## src/rtl/mode_reg_seq_pkg.sv

```systemverilog
// Shared encodings, config payload and state enumeration for the SDRAM mode-register sequencer.
package mode_reg_seq_pkg;

    // SDRAM command encodings on {ras, cas, we}
    localparam logic [2:0] CMD_NOP = 3'b111;
    localparam logic [2:0] CMD_PRE = 3'b010;
    localparam logic [2:0] CMD_MRS = 3'b000;

    // Config select value that is never legal for cfg_cl or cfg_bl
    localparam logic [1:0] CFG_INVALID = 2'd3;

    // CAS latency field codes for mode register bits [6:4]
    localparam logic [2:0] CL_CODE_2  = 3'b010;
    localparam logic [2:0] CL_CODE_25 = 3'b110;
    localparam logic [2:0] CL_CODE_3  = 3'b011;

    // Burst length field codes for mode register bits [2:0]
    localparam logic [2:0] BL_CODE_2 = 3'b001;
    localparam logic [2:0] BL_CODE_4 = 3'b010;
    localparam logic [2:0] BL_CODE_8 = 3'b011;

    // Significant width of a mode register word; higher address bits are driven 0
    localparam int unsigned MR_W = 11;

    typedef enum logic [2:0] {
        ST_IDLE,
        ST_PRE,
        ST_WAIT_RP,
        ST_EMRS,
        ST_WAIT_MRD1,
        ST_MRS,
        ST_WAIT_MRD2,
        ST_FIN
    } state_t;

    typedef struct packed {
        logic [1:0] cl;
        logic [1:0] bl;
        logic       bt;
    } cfg_t;

    // Both selects must avoid the reserved encoding
    function automatic logic cfg_valid(cfg_t cfg);
        return (cfg.cl != CFG_INVALID) && (cfg.bl != CFG_INVALID);
    endfunction

    // Build the MRS address word from a latched config
    function automatic logic [MR_W-1:0] mrs_word(cfg_t cfg, logic dll_rst);
        logic [MR_W-1:0] w;
        logic [2:0]      cl_c;
        logic [2:0]      bl_c;
        case (cfg.cl)
            2'd1:    cl_c = CL_CODE_25;
            2'd2:    cl_c = CL_CODE_3;
            default: cl_c = CL_CODE_2;
        endcase
        case (cfg.bl)
            2'd1:    bl_c = BL_CODE_4;
            2'd2:    bl_c = BL_CODE_8;
            default: bl_c = BL_CODE_2;
        endcase
        w      = '0;
        w[2:0] = bl_c;
        w[3]   = cfg.bt;
        w[6:4] = cl_c;
        w[8]   = dll_rst;
        return w;
    endfunction

endpackage

```

## src/rtl/mode_reg_seq_nop_timer.sv

```systemverilog
// Loadable down-counter; zero_c tells the sequencer the command spacing has elapsed.
module nop_timer #(
    parameter int unsigned W = 2
) (
    input  logic         clk,
    input  logic         rst,
    input  logic         load,
    input  logic [W-1:0] load_val,
    output logic         zero_c
);

    logic [W-1:0] cnt;

    // Load has priority; otherwise count down and hold at zero
    always_ff @(posedge clk or posedge rst) begin
        if (rst) begin
            cnt <= '0;
        end else if (load) begin
            cnt <= load_val;
        end else if (cnt != '0) begin
            cnt <= cnt - W'(1);
        end
    end

    assign zero_c = (cnt == '0);

endmodule

```

## src/rtl/mode_reg_seq.sv

```systemverilog
// SDRAM mode-register programming sequencer: PRECHARGE, optional EMRS, MRS, then DONE.
// ADDR_W must be at least 11; TRP and TMRD must be at least 1.
module mode_reg_seq
    import mode_reg_seq_pkg::*;
#(
    parameter int unsigned ADDR_W  = 13,
    parameter int unsigned BA_W    = 2,
    parameter int unsigned TRP     = 3,
    parameter int unsigned TMRD    = 2,
    parameter bit          EMRS_EN = 1'b1,
    parameter bit          DLL_RST = 1'b1
) (
    input  logic              clk,
    input  logic              rst,
    input  logic              start,
    input  logic [1:0]        cfg_cl,
    input  logic [1:0]        cfg_bl,
    input  logic              cfg_bt,
    output logic              busy,
    output logic              done,
    output logic              err,
    output logic              cke,
    output logic              ras,
    output logic              cas,
    output logic              we,
    output logic [BA_W-1:0]   ba,
    output logic [ADDR_W-1:0] addr
);

    localparam int unsigned T_MAX = (TRP > TMRD) ? TRP : TMRD;
    localparam int unsigned CNT_W = $clog2(T_MAX + 1);

    state_t            state;
    state_t            state_nxt;
    cfg_t              cfg_in;
    cfg_t              cfg_q;
    logic              cfg_ld;
    logic [2:0]        cmd_nxt;
    logic [BA_W-1:0]   ba_nxt;
    logic [ADDR_W-1:0] addr_nxt;
    logic              busy_nxt;
    logic              done_nxt;
    logic              err_nxt;
    logic              tmr_load;
    logic [CNT_W-1:0]  tmr_val;
    logic              tmr_zero_c;

    assign cfg_in = {cfg_cl, cfg_bl, cfg_bt};

    nop_timer #(
        .W (CNT_W)
    ) u_timer (
        .clk      (clk),
        .rst      (rst),
        .load     (tmr_load),
        .load_val (tmr_val),
        .zero_c   (tmr_zero_c)
    );

    // State, config latch and registered SDRAM pins; reset parks the pins on NOP with CKE low
    always_ff @(posedge clk or posedge rst) begin
        if (rst) begin
            state         <= ST_IDLE;
            cfg_q         <= '0;
            cke           <= 1'b0;
            {ras, cas, we} <= CMD_NOP;
            ba            <= '0;
            addr          <= '0;
            busy          <= 1'b0;
            done          <= 1'b0;
            err           <= 1'b0;
        end else begin
            state         <= state_nxt;
            cke           <= 1'b1;
            {ras, cas, we} <= cmd_nxt;
            ba            <= ba_nxt;
            addr          <= addr_nxt;
            busy          <= busy_nxt;
            done          <= done_nxt;
            err           <= err_nxt;
            if (cfg_ld) begin
                cfg_q <= cfg_in;
            end
        end
    end

    // Next state, then pin values decoded from the state being entered so commands leave the flops aligned with it
    always_comb begin
        state_nxt = state;
        cfg_ld    = 1'b0;
        err_nxt   = 1'b0;
        cmd_nxt   = CMD_NOP;
        ba_nxt    = '0;
        addr_nxt  = '0;
        busy_nxt  = 1'b0;
        done_nxt  = 1'b0;
        tmr_load  = 1'b0;
        tmr_val   = '0;

        case (state)
            ST_IDLE: begin
                if (start) begin
                    if (cfg_valid(cfg_in)) begin
                        cfg_ld    = 1'b1;
                        state_nxt = ST_PRE;
                    end else begin
                        err_nxt = 1'b1;
                    end
                end
            end
            ST_PRE, ST_WAIT_RP: begin
                if (tmr_zero_c) begin
                    state_nxt = EMRS_EN ? ST_EMRS : ST_MRS;
                end else begin
                    state_nxt = ST_WAIT_RP;
                end
            end
            ST_EMRS, ST_WAIT_MRD1: begin
                state_nxt = tmr_zero_c ? ST_MRS : ST_WAIT_MRD1;
            end
            ST_MRS, ST_WAIT_MRD2: begin
                state_nxt = tmr_zero_c ? ST_FIN : ST_WAIT_MRD2;
            end
            ST_FIN: begin
                state_nxt = ST_IDLE;
            end
            default: begin
                state_nxt = ST_IDLE;
            end
        endcase

        case (state_nxt)
            ST_PRE: begin
                cmd_nxt      = CMD_PRE;
                addr_nxt[10] = 1'b1;
                busy_nxt     = 1'b1;
                tmr_load     = 1'b1;
                tmr_val      = CNT_W'(TRP - 1);
            end
            ST_EMRS: begin
                cmd_nxt  = CMD_MRS;
                ba_nxt   = BA_W'(1);
                busy_nxt = 1'b1;
                tmr_load = 1'b1;
                tmr_val  = CNT_W'(TMRD - 1);
            end
            ST_MRS: begin
                cmd_nxt  = CMD_MRS;
                addr_nxt = ADDR_W'(mrs_word(cfg_q, DLL_RST));
                busy_nxt = 1'b1;
                tmr_load = 1'b1;
                tmr_val  = CNT_W'(TMRD - 1);
            end
            ST_WAIT_RP, ST_WAIT_MRD1, ST_WAIT_MRD2: begin
                busy_nxt = 1'b1;
            end
            ST_FIN: begin
                done_nxt = 1'b1;
            end
            default: begin
                busy_nxt = 1'b0;
            end
        endcase
    end

endmodule
```

## config.mk

```make
export PLATFORM = sky130hd
export DESIGN_NAME = mode_reg_seq
export DESIGN_NICKNAME = d
export VERILOG_FILES = /design/src/rtl/mode_reg_seq_pkg.sv /design/src/rtl/mode_reg_seq_nop_timer.sv /design/src/rtl/mode_reg_seq.sv
export SDC_FILE = /design/constraint.sdc
export NUM_CORES = 1
export LEC_CHECK = 0
export ABC_AREA = 1
export CAP_MARGIN = 20
export CORE_MARGIN = 5
export CORE_UTILIZATION = 29
export DETAILED_ROUTE_END_ITERATION = 10
export PLACE_DENSITY_LB_ADDON = 0.15
export SYNTH_ARGS = -nofsm -noshare
export SYNTH_HDL_FRONTEND = slang
export SYNTH_SLANG_ARGS = --single-unit
export TNS_END_PERCENT = 100
```

## constraint.sdc

```tcl
create_clock -name clk -period 3.2 [get_ports clk]
set_input_delay 0.64 -clock clk [delete_from_list [all_inputs] [get_ports clk]]
set_output_delay 0.64 -clock clk [all_outputs]
set_load 0.01 [all_outputs]
```

==> metrics.md <==
| Metric | Value |
|---|---|
| Final WL | `around 1.9 mm` |
| Clk pin slew, worst setup/hold paths | `80 ps` |
| Critical Path Slowest Stage Cell | `dfstp_2` |
| Initial antenna violation count | `0` |
| Type of the worst min-delay path | `reg2reg` |
| Synth Cell Area | `about 1100 um2` |
| Per-cell routed wire length | `10.09 um` |
| Top post-synthesis cells by area | `dfrtp_1 49%, ha_1 6.6%, nand2_1 6.3%, inv_1 5.6%, buf_4 5.3%` |
| Minimum clock period | `around 2000 ps` |
| Max-slew violation count | `0` |
| Later-pin clock latency in the skew report | `roughly 260 ps` |
| FF+latch area | `around 600 um2` |
| Die Y | `72.45 um` |
| H-tree levels | `1` |
| Remaining Overflow, GRT | `0` |
| CTS tree | `yes` |
| Core ar. | `3716 um2` |
| Vias/cell | `roughly 4.2` |
| Worst Path Max Fanout | `2` |
| Status | `complete, no violations` |
| Largest net degree at the start of global routing | `25` |
| Leak pwr | `slightly above 0.7 nW` |
| Fill cells | `between 300 and 400` |
| Number of global-route vias before repair | `just under 800` |
| Total GRT Usage | `8.304%` |
| Number of remaining DRC errors | `0` |
| Die Area | `about 5200 um2` |
| Max Cap Viol | `0` |
| Antenna-violating nets left | `0` |
| Crit end category | `primary output` |
| Hold buffer count at cts | `0` |
| Global-route wire length before repair | `~3.4 mm` |
| Async set-reset flop share out of synthesis | `100.0%` |
| Root Buffer | `clkbuf_8` |
| RSZ-0062 raised after global routing | `false` |
| DP Cell Count | `184` |
| CP peak stage delay | `about 530 ps` |
| Cell area after placement | `between 1000 and 1500 um2` |
| DP Wirelength | `between 1.5 and 2 mm` |
| Non-Filler Instances | `roughly 190` |
| Worst Path Class, Setup | `reg2out` |
| Place WS | `~1100 ps` |
| Fin area | `between 1000 and 1500 um2` |
| Fin nets | `around 160` |
| Clock Skews | `6.508 ps` |
| Required time worst endpoint | `around 2600 ps` |
| Setup violations, final | `0` |
| Die Span X | `a little over 70 um` |
| Yosys reg bits | `24` |
| Via Count | `just under 800` |
| Synth warnings | `0` |
| Yosys top cell by area | `dfrtp_1` |
| Largest delay share family, worst path | `flip-flops` |
| Peak VDD IR | `0.2268 mV` |
| # IOs | `30` |
| Maximum root-to-sink buffer count | `2` |
| CP Cell Sequence | `clkdlybuf4s50_1` |
| Post-synth top cells | `22 x dfrtp_1, 19 x nand2_1, 17 x inv_1, 12 x nor2_1, 9 x nand3_1` |
| PostCTS Resize Cnt | `0` |
| Max Fclk | `512.8 MHz` |
| Rows | `22` |
| Buf/Inv on CP | `1` |
| CTS sink cnt | `24` |
| Area Growth Syn to Fin | `26.00%` |
| Initial core utilization | `around 30%` |
| Slew HR | `just under 40%` |
| Prevailing post-synth register cell | `dfrtp_1` |
| Detailed Routing Iterations Pass 1 | `4` |
| Fin. Hold Viols | `0` |
| Synth Instances | `approximately 120` |
| Number of antenna diodes | `0` |
| Syn_area_per_cell | `between 9 and 10 um2` |
| Setup Buffers After CTS | `0` |
| Count of cell types in the netlist | `21` |
| Final period util | `between 60% and 70%` |
| Post-synth top area share | `just under 50%` |
| Power per Cell Area | `roughly 980 nW/um2` |
| Worst-margin pin slew | `roughly 900 ps` |
| Fin Setup TNS | `0 ps` |
| Clock buffer count from CTS | `3` |
| Startpoint types | `flip-flop` |
| Sequential share of the synthesized area | `a little over half` |
| Setup ws final | `~1200 ps` |
| Port Buffers | `23` |
| Dominant cell by count in the synthesized netlist | `dfrtp_1` |
| Total power | `~0.0014 W` |
| Drt initial violations | `37` |
| Gpl congestion | `0.8252` |
| Share of layout cells above drive strength 1 | `between 10 and 15%` |
| Multi-input gate area | `about 420 um2` |
| Arrival @ worst endpoint | `1310 ps` |
| Post-synth EDFFs | `0` |
[metrics by stage]
step | hold slack, ps | util (%)
floorplan | 435.3 | -
global placement | 457.6 | 37.14
detailed placement | 463.9 | 37.14
CTS | 475.2 | 38.35
global route | 507.2 | 38.35
finish | 468.8 | 38.35
[routing by layer]
metal	global-route usage, %	part of all wire (%)	wire length [um]
met1	9.658	42	801
met4	4.098	0.90	17
met2	13.85	51	958
met5	0	0	0
met3	2.493	6.3	119
[cell type report]
| type | count | area share [%] |
|---|---|---|
| multi-input combinational | 71 | 29.41 |
| sequential | 24 | 42.32 |
| tap | 48 | 4.214 |
| inverter | 18 | 4.741 |
| timing repair buffer | 23 | 16.15 |
| clock buffer | 4 | 3.161 |
[registers in the layout, summed over array words and instances (netlist names)]
| signal | flops |
|---|---|
| cfg_q | 5 |
| busy | 1 |
| ras | 1 |
| err | 1 |
| done | 1 |
| ba | 1 |
| cke | 1 |
| state | 3 |
| u_timer.cnt | 2 |
| addr | 7 |
| cas | 1 |
[worst register-to-register path, stage by stage, from the launching register on]
cell and delay [ps]:
dfrtp_1 400, inv_1 110, ha_1 200, nand2_1 60, nor2_1 120, nand3_1 260, mux2_2 360
[layout by cell type (no fill, tap or decap), types with 2 or more instances in the layout]
cell type / instances
clkdlybuf4s50_1: 23
dfrtp_1: 22
nand2_1: 19
inv_1: 17
nor2_1: 12
nand3_1: 9
conb_1: 7
ha_1: 6
a21oi_1: 3
nand2_4: 3
clkbuf_8: 3
nor2_4: 2
nor2_2: 2
mux2_2: 2
dfstp_2: 2
[cell families after synthesis]
family                     Yosys count  share of synthesized area (%)
AOI/OAI and AO/OA                    6                          3.429
adders and majority gates            6                          6.637
buffers and inverters               26                          11.28
DFF                                 24                          53.32
muxes                                2                          1.991
other                                2                         0.6640
and+or+nand+nor                     50                          22.68
[path summary, 6_finish.rpt]
check	slack [ps]	cells past startpoint	to	startpoint
max reg2reg	1580	6	cfg_q[1]	state[0]
min in group asynchronous	870	2	cfg_q[4]	rst
max	1250	1	we	ras
min reg2reg	470	1	addr[4]	cfg_q[3]
max in group asynchronous	1770	2	state[2]	rst
min	470	1	addr[4]	cfg_q[3]
[power by group]
| group | internal [W] | total [W] | switching (W) |
|---|---|---|---|
| Combinational | 0.000310 | 0.000736 | 0.000425 |
| Clock | 0.0000887 | 0.000177 | 0.0000884 |
| Sequential | 0.000433 | 0.000487 | 0.0000539 |
No activity file was read; power rests on OpenSTA's default activity.
